--- config.mk ---
export PLATFORM = sky130hd
export DESIGN_NAME = pc_trap_ctrl
export DESIGN_NICKNAME = d
export VERILOG_FILES = /design/src/rtl/pc_trap_ctrl_pkg.sv /design/src/rtl/trap_csr_file.sv /design/src/rtl/pc_trap_ctrl.sv
export SDC_FILE = /design/constraint.sdc
export NUM_CORES = 1
export LEC_CHECK = 0
export ABC_AREA = 0
export CAP_MARGIN = 0
export CORE_AREA = 2 2 115 117
export CTS_CLUSTER_DIAMETER = 100
export DETAILED_ROUTE_END_ITERATION = 12
export DIE_AREA = 0 0 117 119
export GPL_ROUTABILITY_DRIVEN = 0
export GPL_TIMING_DRIVEN = 0
export PLACE_DENSITY = 0.87
export SYNTH_ARGS = -nofsm -noshare
export SYNTH_HDL_FRONTEND = slang
export SYNTH_SLANG_ARGS = --single-unit
export TNS_END_PERCENT = 50
--- constraint.sdc ---
create_clock -name clk_i -period 3.1 [get_ports clk_i]
set_clock_uncertainty 0.15 [all_clocks]
set_input_delay 0.93 -clock clk_i [delete_from_list [all_inputs] [get_ports clk_i]]
set_output_delay 0.93 -clock clk_i [all_outputs]
set_load 0.02 [all_outputs]
--- src/rtl/pc_trap_ctrl_pkg.sv ---
// Shared definitions for the next-PC / machine-mode trap unit.
// Holds the PC mux select codes, CSR addresses, mcause codes, mstatus bit
// positions and the control FSM state type.
package pc_trap_ctrl_pkg;

  // PC multiplexer select codes (3'b010 is reserved and never driven)
  localparam logic [2:0] PC_SEL_PC4    = 3'b000;
  localparam logic [2:0] PC_SEL_BRANCH = 3'b001;
  localparam logic [2:0] PC_SEL_JAL    = 3'b011;
  localparam logic [2:0] PC_SEL_JALR   = 3'b100;
  localparam logic [2:0] PC_SEL_EXC    = 3'b101;
  localparam logic [2:0] PC_SEL_MRET   = 3'b111;

  // CSR addresses
  localparam logic [11:0] CSR_MSTATUS = 12'h300;
  localparam logic [11:0] CSR_MIE     = 12'h304;
  localparam logic [11:0] CSR_MTVEC   = 12'h305;
  localparam logic [11:0] CSR_MEPC    = 12'h341;
  localparam logic [11:0] CSR_MCAUSE  = 12'h342;
  localparam logic [11:0] CSR_MIP     = 12'h344;

  // mcause codes
  localparam logic [31:0] MCAUSE_MISALIGNED = 32'd0;
  localparam logic [31:0] MCAUSE_ILLEGAL    = 32'd2;
  localparam logic [31:0] MCAUSE_ECALL      = 32'd11;
  localparam logic [31:0] MCAUSE_EXT_IRQ    = 32'h8000_000B;

  // mstatus / mie / mip bit positions
  localparam int unsigned MSTATUS_MIE_BIT  = 3;
  localparam int unsigned MSTATUS_MPIE_BIT = 7;
  localparam int unsigned MEIE_BIT         = 11;

  typedef enum logic [0:0] {
    StRun,
    StFlush
  } state_e;

endpackage

--- src/rtl/trap_csr_file.sv ---
// Machine-mode trap CSRs: mstatus (MIE/MPIE), mie (MEIE), mip, mtvec, mepc, mcause.
// Ports:
//   clk_i, rst_ni      clock, synchronous active-low reset
//   trap_i             trap entry this cycle (save pc/cause, stack MIE)
//   trap_pc_i          pc saved into mepc on trap
//   trap_cause_i       value loaded into mcause on trap
//   mret_i             MRET this cycle (unstack MIE)
//   csr_we_i           software CSR write, already gated against trap/MRET/flush
//   csr_addr_i         CSR address for read and write
//   csr_wdata_i        CSR write data
//   irq_ext_i          external interrupt level, reflected in mip
//   csr_rdata_o        combinational CSR read data
//   mstatus_mie_o      global interrupt enable
//   mie_meie_o         external interrupt enable
//   trap_target_o      word-aligned mtvec
//   ret_target_o       word-aligned mepc
module trap_csr_file
  import pc_trap_ctrl_pkg::*;
#(
  parameter logic [31:0] RESET_MTVEC = 32'h0000_0100
) (
  input  logic        clk_i,
  input  logic        rst_ni,
  input  logic        trap_i,
  input  logic [31:0] trap_pc_i,
  input  logic [31:0] trap_cause_i,
  input  logic        mret_i,
  input  logic        csr_we_i,
  input  logic [11:0] csr_addr_i,
  input  logic [31:0] csr_wdata_i,
  input  logic        irq_ext_i,
  output logic [31:0] csr_rdata_o,
  output logic        mstatus_mie_o,
  output logic        mie_meie_o,
  output logic [31:0] trap_target_o,
  output logic [31:0] ret_target_o
);

  logic        mie_q, mie_d;
  logic        mpie_q, mpie_d;
  logic        meie_q, meie_d;
  logic [31:0] mtvec_q, mtvec_d;
  logic [31:0] mepc_q, mepc_d;
  logic [31:0] mcause_q, mcause_d;

  // Trap and MRET take precedence; a coincident software write is dropped.
  always_comb begin
    mie_d    = mie_q;
    mpie_d   = mpie_q;
    meie_d   = meie_q;
    mtvec_d  = mtvec_q;
    mepc_d   = mepc_q;
    mcause_d = mcause_q;
    if (trap_i) begin
      mepc_d   = trap_pc_i;
      mcause_d = trap_cause_i;
      mpie_d   = mie_q;
      mie_d    = 1'b0;
    end else if (mret_i) begin
      mie_d  = mpie_q;
      mpie_d = 1'b1;
    end else if (csr_we_i) begin
      case (csr_addr_i)
        CSR_MSTATUS: begin
          mie_d  = csr_wdata_i[MSTATUS_MIE_BIT];
          mpie_d = csr_wdata_i[MSTATUS_MPIE_BIT];
        end
        CSR_MIE:    meie_d   = csr_wdata_i[MEIE_BIT];
        CSR_MTVEC:  mtvec_d  = csr_wdata_i;
        CSR_MEPC:   mepc_d   = {csr_wdata_i[31:2], 2'b00};
        CSR_MCAUSE: mcause_d = csr_wdata_i;
        default: ;
      endcase
    end
  end

  always_ff @(posedge clk_i) begin
    if (!rst_ni) begin
      mie_q    <= 1'b0;
      mpie_q   <= 1'b0;
      meie_q   <= 1'b0;
      mtvec_q  <= RESET_MTVEC;
      mepc_q   <= 32'd0;
      mcause_q <= 32'd0;
    end else begin
      mie_q    <= mie_d;
      mpie_q   <= mpie_d;
      meie_q   <= meie_d;
      mtvec_q  <= mtvec_d;
      mepc_q   <= mepc_d;
      mcause_q <= mcause_d;
    end
  end

  always_comb begin
    csr_rdata_o = 32'd0;
    case (csr_addr_i)
      CSR_MSTATUS: begin
        csr_rdata_o[MSTATUS_MIE_BIT]  = mie_q;
        csr_rdata_o[MSTATUS_MPIE_BIT] = mpie_q;
      end
      CSR_MIE:    csr_rdata_o[MEIE_BIT] = meie_q;
      CSR_MTVEC:  csr_rdata_o = mtvec_q;
      CSR_MEPC:   csr_rdata_o = mepc_q;
      CSR_MCAUSE: csr_rdata_o = mcause_q;
      CSR_MIP:    csr_rdata_o[MEIE_BIT] = irq_ext_i;
      default: ;
    endcase
  end

  assign mstatus_mie_o = mie_q;
  assign mie_meie_o    = meie_q;
  assign trap_target_o = {mtvec_q[31:2], 2'b00};
  assign ret_target_o  = {mepc_q[31:2], 2'b00};

endmodule

--- src/rtl/pc_trap_ctrl.sv ---
// Next-PC select and machine-mode trap sequencing for the RV32 core.
// Ports:
//   clk_i, rst_ni            clock, synchronous active-low reset
//   instr_valid_i, pc_cur_i  retiring instruction and its PC
//   branch_taken_i, is_jal_i, is_jalr_i, is_mret_i   control-flow events
//   exc_misaligned_i, exc_illegal_i, exc_ecall_i     synchronous exceptions
//   irq_ext_i                level-sensitive external interrupt
//   csr_we_i, csr_addr_i, csr_wdata_i, csr_rdata_o   CSR access port
//   Control_PC_Mux_o         PC mux select
//   PC_Exception_o           trap target
//   MRET_o                   MRET return target
//   flush_o                  one-cycle kill of the younger instruction
module pc_trap_ctrl
  import pc_trap_ctrl_pkg::*;
#(
  parameter logic [31:0] RESET_MTVEC = 32'h0000_0100
) (
  input  logic        clk_i,
  input  logic        rst_ni,
  input  logic        instr_valid_i,
  input  logic [31:0] pc_cur_i,
  input  logic        branch_taken_i,
  input  logic        is_jal_i,
  input  logic        is_jalr_i,
  input  logic        is_mret_i,
  input  logic        exc_misaligned_i,
  input  logic        exc_illegal_i,
  input  logic        exc_ecall_i,
  input  logic        irq_ext_i,
  input  logic        csr_we_i,
  input  logic [11:0] csr_addr_i,
  input  logic [31:0] csr_wdata_i,
  output logic [31:0] csr_rdata_o,
  output logic [2:0]  Control_PC_Mux_o,
  output logic [31:0] PC_Exception_o,
  output logic [31:0] MRET_o,
  output logic        flush_o
);

  state_e      state_q;
  logic        flush_q;
  logic        run;
  logic        exc_any;
  logic        irq_take;
  logic        trap;
  logic        mret_take;
  logic        csr_we_eff;
  logic [31:0] trap_cause;
  logic        mstatus_mie;
  logic        mie_meie;

  always_comb begin
    run       = (state_q == StRun);
    exc_any   = instr_valid_i & (exc_misaligned_i | exc_illegal_i | exc_ecall_i);
    // Interrupts are sampled even without a valid instruction.
    irq_take  = irq_ext_i & mstatus_mie & mie_meie;
    trap      = run & (exc_any | irq_take);
    mret_take = run & instr_valid_i & is_mret_i & ~exc_any & ~irq_take;
    csr_we_eff = run & csr_we_i & ~trap & ~mret_take;

    if (instr_valid_i && exc_misaligned_i) begin
      trap_cause = MCAUSE_MISALIGNED;
    end else if (instr_valid_i && exc_illegal_i) begin
      trap_cause = MCAUSE_ILLEGAL;
    end else if (instr_valid_i && exc_ecall_i) begin
      trap_cause = MCAUSE_ECALL;
    end else begin
      trap_cause = MCAUSE_EXT_IRQ;
    end

    Control_PC_Mux_o = PC_SEL_PC4;
    if (run) begin
      if (exc_any || irq_take) begin
        Control_PC_Mux_o = PC_SEL_EXC;
      end else if (instr_valid_i) begin
        if (is_mret_i) begin
          Control_PC_Mux_o = PC_SEL_MRET;
        end else if (is_jalr_i) begin
          Control_PC_Mux_o = PC_SEL_JALR;
        end else if (is_jal_i) begin
          Control_PC_Mux_o = PC_SEL_JAL;
        end else if (branch_taken_i) begin
          Control_PC_Mux_o = PC_SEL_BRANCH;
        end
      end
    end
  end

  always_ff @(posedge clk_i) begin
    if (!rst_ni) begin
      state_q <= StRun;
      flush_q <= 1'b0;
    end else begin
      case (state_q)
        StRun: begin
          if (trap || mret_take) begin
            state_q <= StFlush;
            flush_q <= 1'b1;
          end
        end
        StFlush: begin
          state_q <= StRun;
          flush_q <= 1'b0;
        end
        default: begin
          state_q <= StRun;
          flush_q <= 1'b0;
        end
      endcase
    end
  end

  assign flush_o = flush_q;

  trap_csr_file #(
    .RESET_MTVEC(RESET_MTVEC)
  ) u_csr (
    .clk_i        (clk_i),
    .rst_ni       (rst_ni),
    .trap_i       (trap),
    .trap_pc_i    (pc_cur_i),
    .trap_cause_i (trap_cause),
    .mret_i       (mret_take),
    .csr_we_i     (csr_we_eff),
    .csr_addr_i   (csr_addr_i),
    .csr_wdata_i  (csr_wdata_i),
    .irq_ext_i    (irq_ext_i),
    .csr_rdata_o  (csr_rdata_o),
    .mstatus_mie_o(mstatus_mie),
    .mie_meie_o   (mie_meie),
    .trap_target_o(PC_Exception_o),
    .ret_target_o (MRET_o)
  );

endmodule

======== Word-level counts from Yosys, hierarchy flattened ========
Cells that the tools add are included.
storage, ports and cells
  register bits after elaboration ......... 101
  input bits .............................. 88
  logic and storage cells ................. 91
cells by class
  equal/unequal tests ..................... 8
  mux-type cells .......................... 36
  bitwise gates (word level) .............. 20
  reductions and logical operators ........ 19
operators with widths
  operator                                                count
  two-way mux 32 bit                                      11
  == test 12 x 10 -> 1 bit (second input constant)        6
  one-hot mux 20 bit (3 select lines)                     1
  one-hot mux 3 bit (3 select lines)                      3
  two-way mux 3 bit                                       5
  bitwise AND 1 bit                                       11
  two-way mux 1 bit                                       10
  nonzero test 2 bit                                      5
  one-hot mux 1 bit (4 select lines)                      2
  AND reduction 4 bit                                     2
  inverter 1 bit                                          6
  AND reduction 3 bit                                     2
  nonzero test 3 bit                                      2
  one-hot mux 1 bit (5 select lines)                      1
  one-hot mux 1 bit (2 select lines)                      2
  AND reduction 2 bit                                     2
  logical AND 1 bit                                       3
  OR 1 bit                                                3
  logical OR 1 bit                                        2
  two-way mux 2 bit                                       1
  inequality test 2 x 1 -> 1 bit (second input constant)  1
  inequality test 2 bit (second input constant)           1
  OR reduction 2 bit                                      1

======== Depth between registers and ports, before layout ========
Gate-level depths: netlist of the first run.
  word-level depth ........................ 11
  gate-level depth with buffers ........... 8
  gate-level depth less buffers ........... 5

======== Hierarchy ========
From an unflattened synthesis of the first run, not the netlist that was laid out.
second synthesis, totals
  cell total of the unflattened synthesis .. 615
  area total of the unflattened synthesis .. 5,318.9 um^2
by module, submodules not included
  module         times used  cells each  area each (um^2)  seq. area each (um^2)
  trap_csr_file  1           590         5,118.7           1,981.9
  pc_trap_ctrl   1           25          200.2             40.0

======== Worst setup path after synthesis of the first run ========
Ideal clock, no wire load.
  path type ............................... input -> output
  start ................................... in csr_addr_i[5]
  end ..................................... out csr_rdata_o[19]
  arrival time ............................ 2.357 ns
  slack ................................... -0.337 ns
  stages on the path ...................... 8
  path buffers ............................ 3
  cells stage by stage .................... nor3_1 > nand4_1 > buf_2 > nor2_1 > buf_2 > buf_1 > a222oi_1 > inv_1
on the way
  word-level cells in the longest chain between the ends .. 2
  elaborated cells between the ends (all ways) .. 4
  those cells by class .................... eq/ne (3); mux (1)
RTL lines
  item                                   line                 text
  from (decl)                            pc_trap_ctrl.sv:31   input logic [11:0] csr_addr_i,
  == test 12 x 10 -> 1 bit               trap_csr_file.sv:97  case (csr_addr_i)
  one-hot mux 20 bit (3 select lines) *  trap_csr_file.sv:97
  to (decl)                              pc_trap_ctrl.sv:33   output logic [31:0] csr_rdata_o,
Mark *: on every way between the ends. The rest lies on a longest branch, timed or not.

======== Worst setup path in the final report of the first run ========
  start ................................... in csr_addr_i[2]
  end ..................................... out csr_rdata_o[12]
Same word-level chain as after synthesis.

==> flow_summary.yaml, run 1 <==
placed_design:
  post-dp-hpwl_mm: 11.7
  placedCellCount: 923
  io_buffers: 180
  placed_area_um2: 7270
pwr:
  internal-power_uw: 2260
  comb_power_share_pct: 15.8
  ir_worst_vdd_v: 0.000308
  clockPowerShare_pct: 38.5
  p_leak_uw: 0.00338
  swShare_pct: 24.7
  seqPwrFrac_pct: 45.7
  switching_power_uw: 740
  cellPowerDensity_nw_per_um2: 358
synth:
  yosysSeqAreaShare_pct: 39.6
  ys_types: 45
  syn_avg_cell_area_um2: 9.05
  ys_ff_latch: 101
  synth_edf_count: 0
  synth_top_area_share_pct: 39.6
  syn_area_um2: 5100
  yosysTopAreaCell: "dfxtp_1"
  async_flop_share_pct: 0
  syn_inst: 564
  synth.area.top_cells: "dfxtp_1 (40%), mux2i_1 (19%), buf_4 (10%), a222oi_1 (5.7%), nor2_1 (5.4%)"
  ys.warnings.count: 0
  synthFlopType: "dfxtp_1"
floorplanning:
  initial_utilization_pct: 39.6
  design.core.area_um2: 12900
  dieArea_um2: 13900
  rows: 42
  ioPinCount: 188
  die_x_um: 117
  die_y_um: 119
routing:
  firstDrtPassIters: 8
  routedWlPerCell_um: 18.4
  antenna_left: 0
  via_per_inst: 5.17
  wl_mm: 18.2
  drc: 0
  num_vias: 5118
  drt_iter0_drc: 527
timing:
  maxSlewHeadroom_pct: 47.6
  holdWs_ns: 0.328
  timing.fmax_mhz: 288
  drv_slew: 0
  tightest_slew_ns: 0.777
  fin_ws_ns: -0.371
  finalHoldViolCount: 0
  rsz0062_at_grt: "true"
  setup_viol: 36
  period_needed_ns: 3.47
  finalCritPeriodShare_pct: 112
worst_hold_path:
  hold_path_depth: 1
  hold_start: "u_csr.mcause_q[0]"
  hold_end: "u_csr.mcause_q[0]"
  hold_path_class: "reg2reg"
global_routing:
  track_usage_pct: 25.6
  globalRoute.totalOverflow: 0
  grt_max_degree: 16
  grt_pass1_wl_mm: 27.4
  grtUsageMet2_pct: 43.0
  grt_pass1_vias: 5217
  gr-usage-met3_pct: 5.85
  antenna_found_initial: 1
  busiest_layer: "met2"
  use_met1_pct: 31.8
setup_path:
  slowest_delay_ns: 0.37
  reg2reg_depth: 17
  r2r_slack_ns: 0.19
  cp-start-kind: "primary input"
  rr_startpoint: "state_q"
  cp_slowest_cell: "a222oi_1"
  crit_chain: "clkbuf_2 > nor2_1 > nand3_2 > nor2_4 > buf_12 > clkbuf_16 > a222oi_1 > inv_1 > buf_6"
  worstPathArrival_ns: 2.39
  r2r_end: "u_csr.mpie_q"
  crit_path_end_kind: "output port"
  critical_path_class: "in2out"
  cp_max_fo: 9
  cp.required_ns: 2.02
layout:
  stdcell_count: 989
  multi_input_area_um2: 2470
  syn2layout_area_growth_pct: 64.1
  drive_gt1_share_pct: 28.8
  num_antenna_cells: 0
  fin_util_pct: 65.1
  finish.instance_area_um2: 8380
  seq_area_um2: 2020
  num-nets-final: 897
  nFillCells: 1015
status:
  status: "finished, violations left"
  violations: "negative setup slack"
clock_tree:
  tritoncts_num_sinks: 101
  cts_tree: "built"
  clock_latency_ns: 0.33
  clkTransAtPathRegs_ns: 0.06
  clk_path_buf_depth: 2
  cts_buffers: 9
  cts_root_buf: "clkbuf_16"
  htreeDepth: 3
flow_run:
  maxCapViolCount: 0
-- cell usage in the layout (no fill, tap or decap), drive strengths merged, types with 29 or more instances in the layout --
cell and instances:
a222oi 29, buf 178, clkbuf 35, clkdlybuf4s50 130
dfxtp 101, inv 31, mux2i 95, nand2 45
nor2 73, o21ai 34
-- per-stage QoR --
step | power, uW | setup WS [ns] | TNS (ns)
final | 3000 | -0.371 | -9.65
after global routing | 3100 | -0.480 | -13.40
after CTS | 3000 | -0.369 | -13.57
after detailed placement | 1830 | -1.31 | -62.56
after global placement | 1820 | -1.27 | -59.76
after floorplan | 1590 | 0.00736 | 0
-- worst max-delay path: cells and delay by family --
| kind | cells | cell delay, ns |
|---|---|---|
| buf+inv | 5 | 0.78 |
| simple gates | 3 | 0.31 |
| compound gates | 1 | 0.37 |
-- cells in the mapped netlist, types with 5 or more instances --
library cell and count:
mux2i_1 95, clkbuf_1 19, a222oi_1 29, buf_4 70
buf_2 5, inv_1 31, a21oi_1 7, o21ai_1 31
nand2_1 45, dfxtp_1 101, nand3_1 6, nor2_1 73
nor3_1 5
-- what timing repair did --
item	4_1_cts	5_1_grt
cloned	7	3
gates resized for setup	313	25
buffers inserted	46	2
hold buffers	0	0
setup endpoints to repair	35	70
endpoints found under the hold margin	0	0
pin swaps	30	10
-- cells by family after synthesis --
family	Yosys count	share of synthesized area (%)
simple gates	147	13.1
buf+inv	131	15.3
flops	101	39.6
mux	95	18.6
compound gates	89	13.2
other cells	1	0.0735
-- layer usage --
layer,routed length (um),vias to the layer above
met1,7340,2408
met4,508,0
li1,-,2397
met3,1350,55
met5,0,-
met2,8960,258
-- final cells by class --
| type | instances | area share [%] |
|---|---|---|
| inverter | 31 | 1.39 |
| clock buffer | 12 | 3.06 |
| multi-input combinational | 335 | 29.5 |
| buffer | 99 | 9.90 |
| sequential | 101 | 24.1 |
| clock inverter | 3 | 0.538 |
| tap | 176 | 2.63 |
| timing repair buffer | 232 | 28.8 |
-- flip-flops by register name, indices dropped and copies added (netlist names) --
name / count
u_csr.mstatus_mie_o: 1
flush_o: 1
u_csr.mie_meie_o: 1
u_csr.mepc_q: 32
u_csr.mpie_q: 1
u_csr.mcause_q: 32
state_q: 1
u_csr.mtvec_q: 32
-- worst max path at each step --
stage          cells past startpoint  slack (ns)            from              end
5_1_grt                           11       -0.48  csr_addr_i[10]  csr_rdata_o[12]
6_report                           9       -0.37   csr_addr_i[2]  csr_rdata_o[12]
2_1_floorplan                      6       0.007   csr_addr_i[2]  csr_rdata_o[11]
3_3_place_gp                       8       -1.27   csr_addr_i[6]   csr_rdata_o[5]
4_1_cts                           12       -0.37   csr_addr_i[7]  csr_rdata_o[24]
3_5_place_dp                       8       -1.31   csr_addr_i[1]   csr_rdata_o[5]
-- power by group through the flow --
stage               combinational, uW  clock (uW)  sequential [uW]
finish                            474        1150             1370
floorplan                         203           0             1390
detailed placement                432           0             1400
global placement                  426           0             1390
global route                      505        1220             1370
CTS                               465        1170             1370
(Power assumes the default switching activity.)
==> run 2, diff against run 1 <==
- ABC_CLOCK_PERIOD_IN_PS: not set -> 3100
==> results of run 2 <==
Final layout, timing and power as in run 1 (identical DEF).
